==> config.mk <==
export PLATFORM = sky130hd
export DESIGN_NAME = ball_engine
export DESIGN_NICKNAME = d
export VERILOG_FILES = /design/src/rtl/pong_pkg.sv /design/src/rtl/tick_edge.sv /design/src/rtl/ball_engine.sv
export SDC_FILE = /design/constraint.sdc
export NUM_CORES = 1
export LEC_CHECK = 0
export BUFFER_PORTS_ARGS = -buffer_cell sky130_fd_sc_hd__buf_2
export CAP_MARGIN = 20
export CORE_ASPECT_RATIO = 0.9
export CORE_MARGIN = 8
export CORE_UTILIZATION = 31
export CTS_BUF_LIST = sky130_fd_sc_hd__clkbuf_4 sky130_fd_sc_hd__clkbuf_8 sky130_fd_sc_hd__clkbuf_16
export DETAILED_ROUTE_END_ITERATION = 10
export PLACE_DENSITY = 0.44
export SETUP_SLACK_MARGIN = 0.2
export SLEW_MARGIN = 20
export SYNTH_ARGS = -nofsm -noshare
export SYNTH_HDL_FRONTEND = slang
export SYNTH_HIERARCHICAL = 1
export SYNTH_SLANG_ARGS = --single-unit
export TNS_END_PERCENT = 100
==> constraint.sdc <==
create_clock -name clock -period 5.05 [get_ports clock]
set_input_delay 0.7575 -clock clock [delete_from_list [all_inputs] [get_ports clock]]
set_output_delay 0.7575 -clock clock [all_outputs]
set_load 0.01 [all_outputs]
==> src/rtl/pong_pkg.sv <==
// pong_pkg: shared playfield geometry defaults and game state encoding
package pong_pkg;
  localparam int DEF_SCREEN_W = 640;
  localparam int DEF_SCREEN_H = 480;
  localparam int DEF_BALL_SIZE = 8;
  localparam int DEF_PADDLE_W = 8;
  localparam int DEF_PADDLE_H = 64;
  localparam int DEF_LEFT_PADDLE_X = 16;
  localparam int DEF_RIGHT_PADDLE_X = 616;
  typedef enum logic [1:0] {SERVE = 2'd0, PLAY = 2'd1, SCORED = 2'd2} state_t;
endpackage

==> src/rtl/tick_edge.sv <==
// tick_edge: one-clock pulse on each rising edge of the game-rate square wave
module tick_edge (
  input  logic clock,
  input  logic reset,
  input  logic tickIn,
  output logic tick
);
  logic r_prev;
  always_ff @(posedge clock) r_prev <= reset ? 1'b0 : tickIn;
  assign tick = tickIn & ~r_prev;
endmodule

==> src/rtl/ball_engine.sv <==
// ball_engine: ball motion, wall/paddle bounces, miss scoring and serve timing
module ball_engine import pong_pkg::*; #(
  parameter int SCREEN_W = DEF_SCREEN_W,
  parameter int SCREEN_H = DEF_SCREEN_H,
  parameter int BALL_SIZE = DEF_BALL_SIZE,
  parameter int PADDLE_W = DEF_PADDLE_W,
  parameter int PADDLE_H = DEF_PADDLE_H,
  parameter int LEFT_PADDLE_X = DEF_LEFT_PADDLE_X,
  parameter int RIGHT_PADDLE_X = DEF_RIGHT_PADDLE_X,
  parameter int STEP_X = 2,
  parameter int STEP_Y = 1,
  parameter int SERVE_TICKS = 50
) (
  input  logic       clock,
  input  logic       reset,
  input  logic       tickIn,
  input  logic [9:0] leftPaddleY,
  input  logic [9:0] rightPaddleY,
  output logic [9:0] ballX,
  output logic [9:0] ballY,
  output logic       ballActive,
  output logic       scoreLeft,
  output logic       scoreRight
);
  localparam logic [9:0] CX = 10'((SCREEN_W - BALL_SIZE) / 2);
  localparam logic [9:0] CY = 10'((SCREEN_H - BALL_SIZE) / 2);
  localparam logic [10:0] XMAX = 11'(SCREEN_W - BALL_SIZE);
  localparam logic [10:0] YMAX = 11'(SCREEN_H - BALL_SIZE);
  localparam logic [10:0] LP = 11'(LEFT_PADDLE_X + PADDLE_W);
  localparam logic [10:0] RP = 11'(RIGHT_PADDLE_X - BALL_SIZE);
  localparam logic [10:0] SX = 11'(STEP_X);
  localparam logic [10:0] SY = 11'(STEP_Y);
  localparam logic [10:0] BS = 11'(BALL_SIZE);
  localparam logic [10:0] PH = 11'(PADDLE_H);
  localparam int CW = $clog2(SERVE_TICKS + 1);
  localparam logic [CW-1:0] LAST = CW'(SERVE_TICKS - 1);
  logic w_tick;
  state_t r_state;
  logic [CW-1:0] r_cnt;
  logic r_dx, r_dy;
  logic [10:0] w_x, w_y, w_lpy, w_rpy;
  logic w_hit_l, w_hit_r, w_miss_l, w_miss_r, w_top, w_bot;
  tick_edge u_edge (.clock(clock), .reset(reset), .tickIn(tickIn), .tick(w_tick));
  assign w_x = {1'b0, ballX};
  assign w_y = {1'b0, ballY};
  assign w_lpy = {1'b0, leftPaddleY};
  assign w_rpy = {1'b0, rightPaddleY};
  // r_dx: 1 = moving right; r_dy: 1 = moving down
  always_comb begin
    w_hit_l = !r_dx && w_x >= LP && w_x - SX <= LP && w_y + BS > w_lpy && w_y < w_lpy + PH;
    w_hit_r = r_dx && w_x <= RP && w_x + SX >= RP && w_y + BS > w_rpy && w_y < w_rpy + PH;
    w_miss_l = !r_dx && w_x <= SX && !w_hit_l;
    w_miss_r = r_dx && w_x + SX >= XMAX && !w_hit_r;
    w_top = !r_dy && w_y <= SY;
    w_bot = r_dy && w_y + SY >= YMAX;
  end
  always_ff @(posedge clock) begin
    if (reset) begin
      r_state <= SERVE;
      r_cnt <= '0;
      ballX <= CX;
      ballY <= CY;
      r_dx <= 1'b1;
      r_dy <= 1'b1;
      scoreLeft <= 1'b0;
      scoreRight <= 1'b0;
      ballActive <= 1'b0;
    end else begin
      scoreLeft <= 1'b0;
      scoreRight <= 1'b0;
      case (r_state)
        SERVE: begin
          ballX <= CX;
          ballY <= CY;
          if (w_tick) begin
            if (r_cnt == LAST) begin
              r_state <= PLAY;
              ballActive <= 1'b1;
            end else r_cnt <= r_cnt + 1'b1;
          end
        end
        PLAY: if (w_tick) begin
          r_dy <= w_top ? 1'b1 : w_bot ? 1'b0 : r_dy;
          if (w_miss_l || w_miss_r) begin
            r_state <= SCORED;
            ballActive <= 1'b0;
            scoreRight <= w_miss_l;
            scoreLeft <= w_miss_r;
            r_dx <= w_miss_r;
            ballX <= CX;
            ballY <= CY;
          end else begin
            ballX <= 10'(w_hit_l ? LP : w_hit_r ? RP : r_dx ? w_x + SX : w_x - SX);
            ballY <= 10'(w_top ? 11'd0 : w_bot ? YMAX : r_dy ? w_y + SY : w_y - SY);
            r_dx <= w_hit_l ? 1'b1 : w_hit_r ? 1'b0 : r_dx;
          end
        end
        default: begin
          r_state <= SERVE;
          r_cnt <= '0;
        end
      endcase
    end
  end
endmodule
* Word level (Yosys, flattened, before mapping)
Cells that the tools add are included.
W data, S select, Z words.
** Cells by class
- Add/subtract/negate cells :: 8
- Multiply operators :: 0
- Div/mod/pow operators :: 0
- $lt $le $gt $ge :: 12
- Equality and inequality tests :: 7
- Shift operators :: 0
- Muxes and demuxes :: 30
- Bitwise gates (word level) :: 5
- Reduce and logical (&&, ||, !) cells :: 30
** Operator list (count)
- $mux W10 :: 10
- $pmux W10 S2 :: 2
- $add A10 B7 Y11 const B :: 2
- $ge A11 B10 Y1 const B :: 2
- $gt A11 B10 Y1 :: 2
- $lt A10 B11 Y1 :: 2
- $logic_and A1 B1 Y1 :: 14
- $mux W6 :: 2
- $pmux W6 S2 :: 1
- $add A10 B1 Y11 const B :: 1
- $add A10 B2 Y11 const B :: 1
- $add A10 B4 Y11 const B :: 1
- $ge A11 B9 Y1 const B :: 1
- $le A11 B5 Y1 const B :: 1
- $sub A10 B2 Y11 const B :: 1
- $ge A10 B5 Y1 const B :: 1
- $le A10 B1 Y1 const B :: 1
- $le A10 B10 Y1 const B :: 1
- $le A10 B2 Y1 const B :: 1
- $sub A10 B1 Y10 const B :: 1
- $mux W1 :: 9
- $reduce_and A3 Y1 :: 3
- $mux W2 :: 4
- $add A6 B1 Y6 const B :: 1
- other kinds (17) :: 27
** Word-level totals
- Bits in registers :: 34
- Latch bits :: 0
- Bits in writable memories :: 0
- Bits in read-only memories :: 0
- Input bits :: 23
- Output and inout bits :: 23
- Word-level logic and storage cells :: 102
- Memories :: 0

* Longest topological paths before layout
- Depth in word-level cells :: 11
- Mapped depth :: 14
- Gate-level depth less buffers :: 12

* Hierarchy
The synthesis kept the hierarchy.
** By module, submodules not included
- ball_engine :: instances 1, cells an instance 454, area each 3533.4 µm², sequential area each 640.6 µm²
- tick_edge :: instances 1, cells an instance 3, area each 47.5 µm², sequential area each 20.0 µm²

* Worst setup path before layout
No wires, ideal clock.
- Path kind :: reg2reg
- From :: register ballY[3]
- To :: register ballX[2]
- Arrival :: 2875 ps
- Slack :: 2042 ps
- Cell stages (with the launch flop) :: 15
- Path buffers :: 2
- Clock period less this slack :: 3008 ps
- Cells stage by stage :: dfxtp_1 buf_2 inv_1 nor3_1 nand2_1 xnor2_1 ha_1 nand4_1 or3_1 o2111ai_1 a2111o_1 a21oi_4 a31o_1 buf_6 o311ai_4
** Between the ends
- Word-level cells in the longest chain between the ends :: 10
- Elaborated cells on any way between the ends :: 19
- Classes of those cells :: 1 x add/sub; 4 x order compare; 5 x mux; 9 x reduce/logical
** RTL lines
- start, declared :: line ball_engine.sv:20 : output logic [9:0] ballY,
- start signal, assigned :: line ball_engine.sv:94 : ballY <= 10'(w_top ? 11'd0 : w_bot ? YMAX : r_dy ? w_y + SY : w_y - SY);
- $add A10 B4 Y11 :: line ball_engine.sv:50, ball_engine.sv:51
- $gt A11 B10 Y1, on equally long branches :: line ball_engine.sv:50, ball_engine.sv:51
- $logic_and A1 B1 Y1, on equally long branches (2 in a row) :: line ball_engine.sv:50, ball_engine.sv:51
- $logic_not A1 Y1, on equally long branches :: line ball_engine.sv:52, ball_engine.sv:53
- $logic_and A1 B1 Y1, on equally long branches :: line ball_engine.sv:52, ball_engine.sv:53
- $logic_or A1 B1 Y1 :: line ball_engine.sv:84 : if (w_miss_l || w_miss_r) begin
- $mux W10 (*) :: line ball_engine.sv:84
- $mux W10 (*) :: line ball_engine.sv:82 : PLAY: if (w_tick) begin
- $pmux W10 S2 (*) :: line ball_engine.sv:71 : case (r_state)
- end signal, assigned :: line ball_engine.sv:93 : ballX <= 10'(w_hit_l ? LP : w_hit_r ? RP : r_dx ? w_x + SX : w_x - SX);
- end, declared :: line ball_engine.sv:19 : output logic [9:0] ballX,
Every way passes the cells marked *; elsewhere a longest branch is shown, timed or not. The select of a mux whose other input is x is not followed.
A chain may end at the register's enable or synchronous reset.

* Worst setup path after layout
Ends and elaborated chain as after synthesis.

==> results.cfg <==
[status]
outcome = complete, no violations

[timing]
tns_ns = 0
setup_violations = 0
whs_ns = 0.518
worst_pin_slew_ns = 0.628
fin_skew_ns = 0.00279
fin_crit_ns = 4.03
slew_headroom_pct = 58.1
finalHoldViolations = 0
rsz0062_at_grt = false
fmax_mhz = 248
finalMaxSlewViolations = 0
finalCritPeriodShare_pct = 79.9

[finish]
insertedDiodeCount = 0
fin_util_pct = 35.3
fill_cells = 1202
multiInputGateArea_sq_um = 2620
final_nets = 557
seqCellArea_sq_um = 661
drive_above_1_share_pct = 16.2
final_cell_count_no_fill = 644
syn2layout_area_growth_pct = 11.7

[clock_tree]
cts_tree = done
clock_sinks = 33
cts_buffer_depth = 2
insertion_delay_ns = 0.28
holdBufCountCts = 0
clkTransAtPathRegs_ns = 0.06
cts_root_buf = clkbuf_16
h-tree-depth = 2
post_cts_buffers = 0
cts_buffers = 5
ctsResizeCount = 0

[pwr]
switching_share_pct = 25.4
power.density_nw_per_um2 = 159
pwr-share-comb_pct = 11.2
total_power_mw = 0.638
ir_worst_vdd_mv = 0.123
p_int_mw = 0.475
leakagePower_nw = 1.69
seq_power_share_pct = 41.6
clkPwrFrac_pct = 47.2
netSwitchingPower_mw = 0.162

[synth]
ys_top_cells_by_area = dfxtp_1 (18%), ha_1 (16%), nor2_1 (4.7%)
syn-num-nets = 527
synth_most_common_cell = ha_1
async_flop_share_pct = 0
synth_top_area_share_pct = 18.4
syn_inst = 457
yosys_warnings = 6
synth_edf_count = 0
yosysTopAreaCell = dfxtp_1
yosysUniqueCellTypes = 78
synth_seq_cells = 33
syn_area_sq_um = 3580
synthFlopType = dfxtp_1
ys_top_cells_by_count = ha_1 (47), nor2_1 (45), inv_1 (38)
syn_avg_cell_area_sq_um = 7.84
ys_seq_area_share_pct = 18.4

[setup_path]
max_stage_delay_ns = 0.62
critPathSlowestCell = a31o_1
crit_buf_inv = 0
end_kind = register
worstPathArrival_ns = 4.16
cp_max_fo = 14
reg2reg_depth = 12
path_cells = ha_1, nand3_1, nor2_1, xor2_1, ha_1, nand4_1, or3_1, o2111ai_1, a2111o_1, a21oi_4, a31o_1, o311ai_4
cp_common_cell = ha_1
crit_required_ns = 5.18
crit_family = compound AO/OA/AOI/OAI gates
r2r_end = ballX[2]
setup.worst_path.start_class = register
r2r_start = ballY[3]
worst-setup-path-type = register to register
r2r_slack_ns = 1.02

[routing]
avgRoutedWirePerCell_um = 16.6
drcViolationCount = 0
vias = 3479
drt.antenna.violating_nets = 0
drt_iter0_markers = 255
post_drt_via_cell_ratio = 5.40
first_pass_iters = 5
wl_um = 10700

[die]
io_pins = 46
dieArea_sq_um = 15300
fp-row-count = 37
die_w_um = 129
initial_core_util_pct = 31.6
fp.dieH_um = 118
core_area_sq_um = 11300

[place]
hpwl_um = 8390
dp.cells = 636
gp_congestion = 0.867
port-buffer-count = 44

[grt]
grt_pass1_wl_um = 17800
grt_pass1_vias = 3393
overflow = 0
grt_antenna_before_repair = 0
grt_usage_pct = 14.2
grt_max_degree = 18

[worst_hold_path]
whs_endpoint = r_cnt[5]
min_path_cells = 2
hold_class = register to register
hold_start = r_cnt[5]

[flow_run]
maxCapViolations = 0
## routing by layer
layer | vias up | GRT usage [%] | share of wire, %
met4 | 0 | 2.57 | 0.64
met1 | 1636 | 19.6 | 47
met5 | - | 0 | 0
met2 | 100 | 22.5 | 46
met3 | 8 | 2.58 | 5.9
li1 | 1735 | - | -
## worst reg2reg max path, stage by stage, from the launching register on
cell	delay [ns]
dfxtp_1	0.59
ha_1	0.35
nand3_1	0.19
nor2_1	0.20
xor2_1	0.24
ha_1	0.29
nand4_1	0.10
or3_1	0.13
o2111ai_1	0.11
a2111o_1	0.50
a21oi_4	0.37
a31o_1	0.62
o311ai_4	0.18
## registers in the layout (all words and copies together) (netlist names)
| register | count |
|---|---|
| r_dx | 1 |
| r_dy | 1 |
| r_state | 2 |
| ballX | 9 |
| ballY | 10 |
| scoreRight | 1 |
| scoreLeft | 1 |
| r_cnt | 6 |
| u_edge/r_prev | 1 |
| ballActive | 1 |
## metrics by stage
| stage | instance area, sq um | worst slack [ns] |
|---|---|---|
| floorplan | 3580 | 2.04 |
| global placement | 3860 | 1.13 |
| detailed placement | 3860 | 0.943 |
| CTS | 4000 | 0.947 |
| global route | 4000 | 0.652 |
| finish | 4000 | 1.02 |
## cell type report
type                       instances  share of cell area (%)
tap                              156                    4.88
clock buffer                       5                    3.13
timing repair buffer              46                    5.88
inverter                          38                    3.57
clock inverter                     3                   0.438
multi-input combinational        363                    65.6
sequential                        33                    16.5
## power by group through the flow
stage / Clock (mW) / Sequential, mW / Combinational, mW
6_report: 0.301 / 0.265 / 0.0714
2_1_floorplan: 0 / 0.270 / 0.0490
3_3_place_gp: 0 / 0.271 / 0.0713
4_1_cts: 0.307 / 0.265 / 0.0723
3_5_place_dp: 0 / 0.271 / 0.0718
5_1_grt: 0.319 / 0.266 / 0.0831
## cells in the final DEF (no fill, tap or decap), drive strengths merged, types with 5 or more instances in the layout
| master | Yosys | final |
|---|---|---|
| inv | 38 | 38 |
| a21o | 5 | 5 |
| o211ai | 7 | 7 |
| nor3 | 14 | 14 |
| ha | 47 | 47 |
| xor2 | 7 | 7 |
| clkbuf | 6 | 5 |
| xnor2 | 15 | 15 |
| and3 | 8 | 8 |
| a21oi | 24 | 24 |
| buf | 17 | 46 |
| a31oi | 6 | 6 |
| nor4 | 5 | 5 |
| nor2 | 46 | 46 |
| nand2 | 36 | 36 |
| a211oi | 10 | 10 |
| nand3 | 19 | 19 |
| o21a | 6 | 6 |
| o2111ai | 5 | 5 |
| nand4 | 14 | 14 |
| o21ai | 27 | 27 |
| dfxtp | 33 | 33 |
## kinds of logic (layout without fill, tap and decap cells)
logic type | count (synthesis) | in the layout | share of synthesized area [%]
muxes | 4 | 4 | 1.15
adders and majority gates | 47 | 47 | 16.4
AOI/OAI and AO/OA | 125 | 125 | 26.7
and+or+nand+nor | 164 | 164 | 23.4
DFF | 33 | 33 | 18.4
buffers and inverters | 61 | 92 | 8.32
xor gates and xnor gates | 22 | 22 | 5.38
other | 1 | 1 | 0.105
## how the worst max path moves through the flow
| stage | startpoint | end | cells after the start |
|---|---|---|---|
| finish | ballY[3] | ballX[2] | 12 |
| global route | ballY[3] | ballX[3] | 12 |
| CTS | ballY[4] | ballX[2] | 12 |
| detailed placement | ballY[4] | ballX[2] | 12 |
| global placement | ballY[3] | ballX[4] | 12 |
| floorplan | ballY[3] | ballX[2] | 14 |
Note: power is estimated with default switching activity, not from simulation.
